[src/rtl/sa_seq_if.sv]
// sa_seq_if: bus bundle between the systolic-array sequencer and its
// input FIFO, array datapath and output FIFO; master = sequencer side.
interface sa_seq_if #(
  parameter int BW = 64
);
  logic          in_fifo_empty;
  logic [BW-1:0] in_fifo_dout;
  logic          in_fifo_rd;
  logic          arr_en;
  logic [BW-1:0] arr_din;
  logic          arr_din_vld;
  logic [BW-1:0] arr_dout;
  logic          out_fifo_full;
  logic          out_fifo_wr;
  logic [BW-1:0] out_fifo_din;

  modport master (
    input  in_fifo_empty, in_fifo_dout, arr_dout, out_fifo_full,
    output in_fifo_rd, arr_en, arr_din, arr_din_vld,
    output out_fifo_wr, out_fifo_din
  );

  modport slave (
    output in_fifo_empty, in_fifo_dout, arr_dout, out_fifo_full,
    input  in_fifo_rd, arr_en, arr_din, arr_din_vld,
    input  out_fifo_wr, out_fifo_din
  );
endinterface

[src/rtl/sa_sequencer.sv]
// sa_sequencer: feeds M rows into an NxN systolic array, tracks them through
// the array with a valid shift register and writes results to the output FIFO.
// Ports: sys_clk, rst_n (async low), start/abort/M_minus_one job control,
// busy/done status, stall_cnt, bus (sa_seq_if.master: FIFOs + array).
// Option: define SA_SEQ_STALL_CNT_EN to build the saturating stall counter.
module sa_sequencer #(
  parameter int DIN_WIDTH = 8,
  parameter int N         = 4,
  parameter int BUS_WIDTH = 2*DIN_WIDTH*N,
  parameter int ARRAY_LAT = 2*N
) (
  input  logic        sys_clk,
  input  logic        rst_n,
  input  logic        start,
  input  logic        abort,
  input  logic [7:0]  M_minus_one,
  output logic        busy,
  output logic        done,
  output logic [15:0] stall_cnt,
  sa_seq_if.master    bus
);

  localparam logic [1:0] S_IDLE  = 2'd0;
  localparam logic [1:0] S_FEED  = 2'd1;
  localparam logic [1:0] S_DRAIN = 2'd2;

  logic [1:0]           state_q, state_d;
  logic [7:0]           m_last_q, m_last_d;
  logic [7:0]           fed_cnt_q, fed_cnt_d;
  logic [ARRAY_LAT-1:0] vld_sr_q, vld_sr_d;
  logic                 done_q, done_d;

  logic                 feed;
  logic                 drain;
  logic                 en;
  logic                 accept;
  logic [ARRAY_LAT-1:0] vld_shift;

  assign feed   = (state_q == S_FEED);
  assign drain  = (state_q == S_DRAIN);
  assign busy   = (state_q != S_IDLE);
  assign accept = (state_q == S_IDLE) && start && !abort;

  // One global stall: the array, the pop and the tracker move together.
  assign en = !abort && !bus.out_fifo_full &&
              (drain || (feed && !bus.in_fifo_empty));

  // Truncating cast drops the oldest bit; also valid for ARRAY_LAT == 1.
  assign vld_shift = ARRAY_LAT'({vld_sr_q, bus.arr_din_vld});

  assign bus.arr_en       = en;
  assign bus.in_fifo_rd   = feed && en;
  assign bus.arr_din_vld  = feed && en;
  assign bus.arr_din      = feed ? bus.in_fifo_dout : '0;
  assign bus.out_fifo_wr  = en && vld_sr_q[ARRAY_LAT-1];
  assign bus.out_fifo_din = busy ? bus.arr_dout : '0;
  assign done             = done_q;

  always_comb begin
    state_d   = state_q;
    m_last_d  = m_last_q;
    fed_cnt_d = fed_cnt_q;
    vld_sr_d  = vld_sr_q;
    done_d    = 1'b0;
    if (abort) begin
      state_d   = S_IDLE;
      fed_cnt_d = '0;
      vld_sr_d  = '0;
    end else begin
      unique case (state_q)
        S_IDLE: begin
          if (start) begin
            state_d   = S_FEED;
            m_last_d  = M_minus_one;
            fed_cnt_d = '0;
            vld_sr_d  = '0;
          end
        end
        S_FEED: begin
          if (en) begin
            vld_sr_d = vld_shift;
            if (fed_cnt_q == m_last_q) begin
              state_d = S_DRAIN;
            end else begin
              fed_cnt_d = fed_cnt_q + 8'd1;
            end
          end
        end
        S_DRAIN: begin
          if (en) begin
            vld_sr_d = vld_shift;
            if (vld_shift == '0) begin
              state_d = S_IDLE;
              done_d  = 1'b1;
            end
          end
        end
        default: state_d = S_IDLE;
      endcase
    end
  end

  always_ff @(posedge sys_clk or negedge rst_n) begin
    if (!rst_n) begin
      state_q   <= S_IDLE;
      m_last_q  <= '0;
      fed_cnt_q <= '0;
      vld_sr_q  <= '0;
      done_q    <= 1'b0;
    end else begin
      state_q   <= state_d;
      m_last_q  <= m_last_d;
      fed_cnt_q <= fed_cnt_d;
      vld_sr_q  <= vld_sr_d;
      done_q    <= done_d;
    end
  end

`ifdef SA_SEQ_STALL_CNT_EN
  logic [15:0] stall_q, stall_d;

  always_comb begin
    stall_d = stall_q;
    if (accept) begin
      stall_d = '0;
    end else if (busy && !en && (stall_q != 16'hFFFF)) begin
      stall_d = stall_q + 16'd1;
    end
  end

  always_ff @(posedge sys_clk or negedge rst_n) begin
    if (!rst_n) begin
      stall_q <= '0;
    end else begin
      stall_q <= stall_d;
    end
  end

  assign stall_cnt = stall_q;
`else
  logic unused_accept;
  assign unused_accept = accept;
  assign stall_cnt     = '0;
`endif

endmodule

[src/flat_wrapper.sv]
// flat-port wrapper written by rule: the top's interface ports become plain ports
module sa_sequencer_flat 
#(
  parameter int DIN_WIDTH = 8,
  parameter int N         = 4,
  parameter int BUS_WIDTH = 2*DIN_WIDTH*N,
  parameter int ARRAY_LAT = 2*N
)
  (sys_clk, rst_n, start, abort, M_minus_one, busy, done, stall_cnt, bus_in_fifo_empty, bus_in_fifo_dout, bus_arr_dout, bus_out_fifo_full, bus_in_fifo_rd, bus_arr_en, bus_arr_din, bus_arr_din_vld, bus_out_fifo_wr, bus_out_fifo_din);
  sa_seq_if #(.BW((64))) bus_i ();
  input  logic sys_clk;
  input  logic rst_n;
  input  logic start;
  input  logic abort;
  input  logic [7:0] M_minus_one;
  output logic busy;
  output logic done;
  output logic [15:0] stall_cnt;
  input wire logic [$bits(bus_i.in_fifo_empty)-1:0] bus_in_fifo_empty;
  input wire logic [$bits(bus_i.in_fifo_dout)-1:0] bus_in_fifo_dout;
  input wire logic [$bits(bus_i.arr_dout)-1:0] bus_arr_dout;
  input wire logic [$bits(bus_i.out_fifo_full)-1:0] bus_out_fifo_full;
  output wire logic [$bits(bus_i.in_fifo_rd)-1:0] bus_in_fifo_rd;
  output wire logic [$bits(bus_i.arr_en)-1:0] bus_arr_en;
  output wire logic [$bits(bus_i.arr_din)-1:0] bus_arr_din;
  output wire logic [$bits(bus_i.arr_din_vld)-1:0] bus_arr_din_vld;
  output wire logic [$bits(bus_i.out_fifo_wr)-1:0] bus_out_fifo_wr;
  output wire logic [$bits(bus_i.out_fifo_din)-1:0] bus_out_fifo_din;
  assign bus_i.in_fifo_empty = bus_in_fifo_empty;
  assign bus_i.in_fifo_dout = bus_in_fifo_dout;
  assign bus_i.arr_dout = bus_arr_dout;
  assign bus_i.out_fifo_full = bus_out_fifo_full;
  assign bus_in_fifo_rd = bus_i.in_fifo_rd;
  assign bus_arr_en = bus_i.arr_en;
  assign bus_arr_din = bus_i.arr_din;
  assign bus_arr_din_vld = bus_i.arr_din_vld;
  assign bus_out_fifo_wr = bus_i.out_fifo_wr;
  assign bus_out_fifo_din = bus_i.out_fifo_din;
  sa_sequencer #(.DIN_WIDTH(DIN_WIDTH), .N(N), .BUS_WIDTH(BUS_WIDTH), .ARRAY_LAT(ARRAY_LAT)) u_core (.sys_clk(sys_clk), .rst_n(rst_n), .start(start), .abort(abort), .M_minus_one(M_minus_one), .busy(busy), .done(done), .stall_cnt(stall_cnt), .bus(bus_i));
endmodule
[config.mk]
export PLATFORM = sky130hd
export DESIGN_NAME = sa_sequencer_flat
export DESIGN_NICKNAME = d
export VERILOG_FILES = /design/src/rtl/sa_seq_if.sv /design/src/rtl/sa_sequencer.sv /design/src/flat_wrapper.sv
export SDC_FILE = /design/constraint.sdc
export NUM_CORES = 1
export LEC_CHECK = 0
export CAP_MARGIN = 20
export CELL_PAD_IN_SITES_DETAIL_PLACEMENT = 2
export CELL_PAD_IN_SITES_GLOBAL_PLACEMENT = 2
export CORE_MARGIN = 2
export CORE_UTILIZATION = 13
export DETAILED_ROUTE_END_ITERATION = 16
export GPL_TIMING_DRIVEN = 1
export PLACE_DENSITY_LB_ADDON = 0.1
export SETUP_SLACK_MARGIN = 0.4
export SLEW_MARGIN = 15
export SYNTH_ARGS = -nofsm -noshare
export SYNTH_HDL_FRONTEND = slang
export SYNTH_SLANG_ARGS = --single-unit
[constraint.sdc]
create_clock -name sys_clk -period 4.1 [get_ports sys_clk]
set_clock_uncertainty 0.05 [all_clocks]
set_input_delay 0.41 -clock sys_clk [delete_from_list [all_inputs] [get_ports sys_clk]]
set_output_delay 0.41 -clock sys_clk [all_outputs]
set_load 0.05 [all_outputs]
Word level (Yosys, flattened, before mapping)
Index checks and enable logic that the tools add are counted.
- bits in registers: 27
- bits of input ports: 142
- output and inout port bits: 150
- logic and storage cells: 57
- add/sub/neg operators: 1
- equality and inequality tests: 10
- multiplexer cells: 21
- bitwise logic cells: 1
- reductions and logical operators: 19
- operator list (operator ; count):
    $mux 64 ; 2
    $mux 8 ; 6
    $pmux 8 s2 ; 2
    $ne 3x3->1 const B ; 6
    $mux 2 ; 6
    $add 8x1->8 const B ; 1
    $eq 8x8->1 ; 1
    $logic_not 8->1 ; 1
    $pmux 2 s3 ; 1
    $reduce_and 3->1 ; 2
    $reduce_bool 3->1 ; 2
    $logic_and 1x1->1 ; 5
    $reduce_and 5->1 ; 1
    $mux 1 ; 4
    $reduce_and 4->1 ; 1
    $logic_not 1->1 ; 3
    $ne 3x1->1 const B ; 1
    $eq 2x1->1 const B ; 1
    $eq 2x2->1 const B ; 1
    $logic_not 2->1 ; 1
    $reduce_bool 2->1 ; 1
    $reduce_or 2->1 ; 1
    $logic_or 1x1->1 ; 1
    $not 1->1 ; 1

Longest topological paths before layout
- depth in word-level cells: 10
- depth in mapped cells: 9
- gate-level depth less buffers: 7

Worst setup path before layout
No wires, ideal clock.
- kind: register to output
- start point: reg u_core.state_q[1]
- end point: out bus_in_fifo_rd
- arrival: 2.533 ns
- required time: 3.640 ns
- slack: 1.107 ns
- stages on the path, launching flop included: 8
- path buffers: 2
- cell sequence: dfrtp_1 -> inv_1 -> ha_1 -> clkbuf_2 -> nand2b_1 -> a21boi_1 -> and2_1 -> buf_4
- cells in the longest elaborated chain, start to end: 5
- elaborated cells on any way between the ends: 6
- those cells by class: eq/ne: 2; reduce/logical: 4
- RTL lines (what ; RTL line ; source):
    start: declaration ; sa_sequencer.sv:27 ; logic [1:0] state_q, state_d;
    start signal: assignment ; sa_sequencer.sv:111 ; state_q <= state_d;
    $eq 2x1->1 ; sa_sequencer.sv:39 ; assign feed = (state_q == S_FEED);
    $logic_and 1x1->1 ; sa_sequencer.sv:46 ; (drain || (feed && !bus.in_fifo_empty));
    $logic_or 1x1->1 * ; sa_sequencer.sv:46 ;
    $logic_and 1x1->1 * ; sa_sequencer.sv:45 ; assign en = !abort && !bus.out_fifo_full &&
    named net bus_arr_en ; flat_wrapper.sv:24 ; output wire logic [$bits(bus_i.arr_en)-1:0] bus_arr_en;
    $logic_and 1x1->1 * ; n/a ;
    end: declaration ; flat_wrapper.sv:23 ; output wire logic [$bits(bus_i.in_fifo_rd)-1:0] bus_in_fifo_rd;
Mark *: on every way through the listed nets, which the timed path passes. The rest lies on a longest branch.

Final worst setup path
- start point: in abort
- end point: out bus_arr_din_vld
- cells in the longest elaborated chain, start to end: 4
- RTL lines (what ; RTL line ; source):
    start: declaration ; flat_wrapper.sv:14 ; input logic abort;
    $logic_not 1->1 ; n/a ;
    $logic_and 1x1->1 (2 in a row) ; sa_sequencer.sv:45 ;
    $logic_and 1x1->1 ; sa_sequencer.sv:53 ; assign bus.arr_din_vld = feed && en;
    end: declaration ; flat_wrapper.sv:26 ; output wire logic [$bits(bus_i.arr_din_vld)-1:0] bus_arr_din_vld;
No other way between the ends.

==> out/results.ini <==
[sta]
fin_crit_ns = 3.201
hold_viol = 0
finalSetupViolCount = 0
worst_pin_slew_ns = 0.6932
fin_crit_sh_pct = 78.07
fin_setup_tns_ns = 0
relSlewSlack_pct = 53.79
clock.fmax_mhz = 312.4
drv_slew = 0
rsz0062_at_grt = no

[floorplan]
io_pins = 292
core_um2 = 18830
die_area_um2 = 20380
die_w_um = 142.8
initial_utilization_pct = 13.30
die_height_um = 142.8
rows = 50

[setup_path]
path_class = input pin to output port
r2r-start = u_core.state_q[0]
critPathMaxFanout = 11
worstPathArrival_ns = 2.74
startpoint_type = input pin
r2r_end = u_core.fed_cnt_q[0]
regToRegSetupSlack_ns = 1.50
required_ns = 3.64
r2r_cells = 6
worstSetupEndpointType = output port

[global_routing]
grt_pass1_wl_um = 21480
grt_pass1_vias = 3482
grt_max_degree = 72
antenna_found_initial = 4
grt_use_total_pct = 14.19
grt_overflow = 0

[routing]
routedWlPerCell_um = 18.19
totalWireLength_um = 15160
drt_iter0_drc = 104
vias = 3141
ant_nets = 0
dr.pass1.iters = 4
via_per_inst = 3.771
drt_drc_violations_left = 0

[synth]
synth_commonest_cells = 66 x and2_1, 66 x nor2b_1, 27 x dfrtp_1
synth_edf_count = 0
synth_compound_area_share_pct = 7.196
async_flop_share_pct = 100.0
synth_ff_type = dfrtp_1
synthDominantAreaCellType = dfrtp_1
yosysUniqueCellTypes = 37
synth-xor-area-share_pct = 2.799
syn_area_per_cell_um2 = 8.050
synth-seq-cells = 27
yosys.area_share.adder_pct = 2.499
syn_inst = 311
synth_top_area_share_pct = 26.99
yosys_warnings = 0
synth_top_family_by_area = simple AND/OR/NAND/NOR gates
synth_area_leaders = dfrtp_1 27%, and2_1 16%, nor2b_1 16%
yosys.area_share.simple_pct = 41.68
synthMuxAreaShare_pct = 8.546
syn_area_um2 = 2504
ys_seq_area_share_pct = 26.99

[final_layout]
fin_cells = 833
diodes = 0
multi_input_area_um2 = 1635
num-fill-cells = 2132
nets = 721
seq_area_um2 = 675.6
drive_gt1_share_pct = 4.014
area_delta_synth_final_pct = 121.9

[clock_network]
root_buffer = clkbuf_16
numCtsBuffers = 3
cts_tree = done
clk_pin_slew_ns = 0.07
cts_resized = 0
clock-sinks = 27
htree_levels = 1
postCtsSetupBuffers = 0
clk_latency_ns = 0.26
clockBufferDepth = 2
hold_buffers = 0

[hold_path]
hp-class = input pin to asynchronous set/reset pin

[job]
cap_violations = 0

[power_and_ir_drop]
power.density_nw_per_um2 = 544.8
peakVddDrop_mv = 0.1907
leakagePower_uw = 0.002103
p_total_uw = 3027

[placement]
place_congestion = 0.7699
placed_cells = 829
portBuffers = 275
dp_hpwl_um = 13140

[status]
status = complete, no violations

==> through the flow <==
| stage | area, um2 | hold WS [ns] | worst slack (ns) | utilization, % |
|---|---|---|---|---|
| final | 5555 | 0.4763 | 0.8990 | 29.50 |
| after global routing | 5555 | 0.5060 | 0.7546 | 29.50 |
| after CTS | 5555 | 0.4849 | 0.8654 | 29.50 |
| after detailed placement | 5477 | 0.4680 | 0.8586 | 29.08 |
| after global placement | 5477 | 0.4648 | 0.9261 | 29.08 |
| after floorplan | 2560 | 0.06441 | 1.107 | - |
==> kinds of logic after synthesis <==
group | count (synthesis)
buffers and inverters | 49
xor gates and xnor gates | 8
muxes | 20
DFF | 27
other | 1
adders and majority gates | 5
AOI/OAI and AO/OA | 26
and+or+nand+nor | 175
==> how the worst max path moves through the flow <==
stage | endpoint | cells past startpoint | start | slack [ns]
global route | bus_arr_din_vld | 5 | abort | 0.75
floorplan | bus_in_fifo_rd | 7 | u_core.state_q[1] | 1.11
global placement | bus_in_fifo_rd | 5 | abort | 0.93
detailed placement | bus_arr_din_vld | 5 | abort | 0.86
CTS | bus_arr_din_vld | 5 | abort | 0.87
finish | bus_arr_din_vld | 5 | abort | 0.90
==> cells in the final DEF (no fill, tap or decap), drive strengths merged, types with 2 or more instances in the layout <==
cell type,n
clkdlybuf4s50,275
and2,67
nor2b,66
dfrtp,27
conb,16
inv,14
nand2,14
mux2,11
mux2i,9
xor2,8
nand3,6
a21oi,6
nor4,5
o21ai,5
ha,5
nand2b,4
nor2,4
a31oi,4
and3,4
clkbuf,4
nor3,3
o31ai,3
buf,3
or4,2
a21boi,2
==> state kept, by name (all words and copies together), names as in the netlist <==
name and cells:
u_core.fed_cnt_q 8, u_core.m_last_q 8, u_core.vld_sr_q 8, u_core.state_q 2, u_core.done 1
==> critical path: stages <==
cell and delay, ns:
clkdlybuf4s50_1 0.64, nor2_1 0.22, a21boi_1 0.42, and2_1 0.23
clkdlybuf4s50_1 0.82
==> report_power, final <==
group / internal, uW / total (uW) / switching [uW]
clock: 133 / 227 / 93.8
sequential: 307 / 337 / 29.8
combinational: 823 / 2460 / 1640
==> area by class of cell <==
cell class / instances / share of cell area, %
Multi-Input combinational cell: 250 / 29.44
Clock buffer: 4 / 1.419
Tap cell: 260 / 5.856
Inverter: 14 / 0.9459
Sequential cell: 27 / 12.16
Timing Repair Buffer: 278 / 50.18
==> layer usage <==
metal,track usage (%),wire length [um],vias up
met1,13.87,5116,1501
li1,-,-,1486
met4,3.335,229,8
met2,27.18,8199,128
met3,6.405,1565,18
met5,0,44,-
Power figures use the tool's default switching activity.
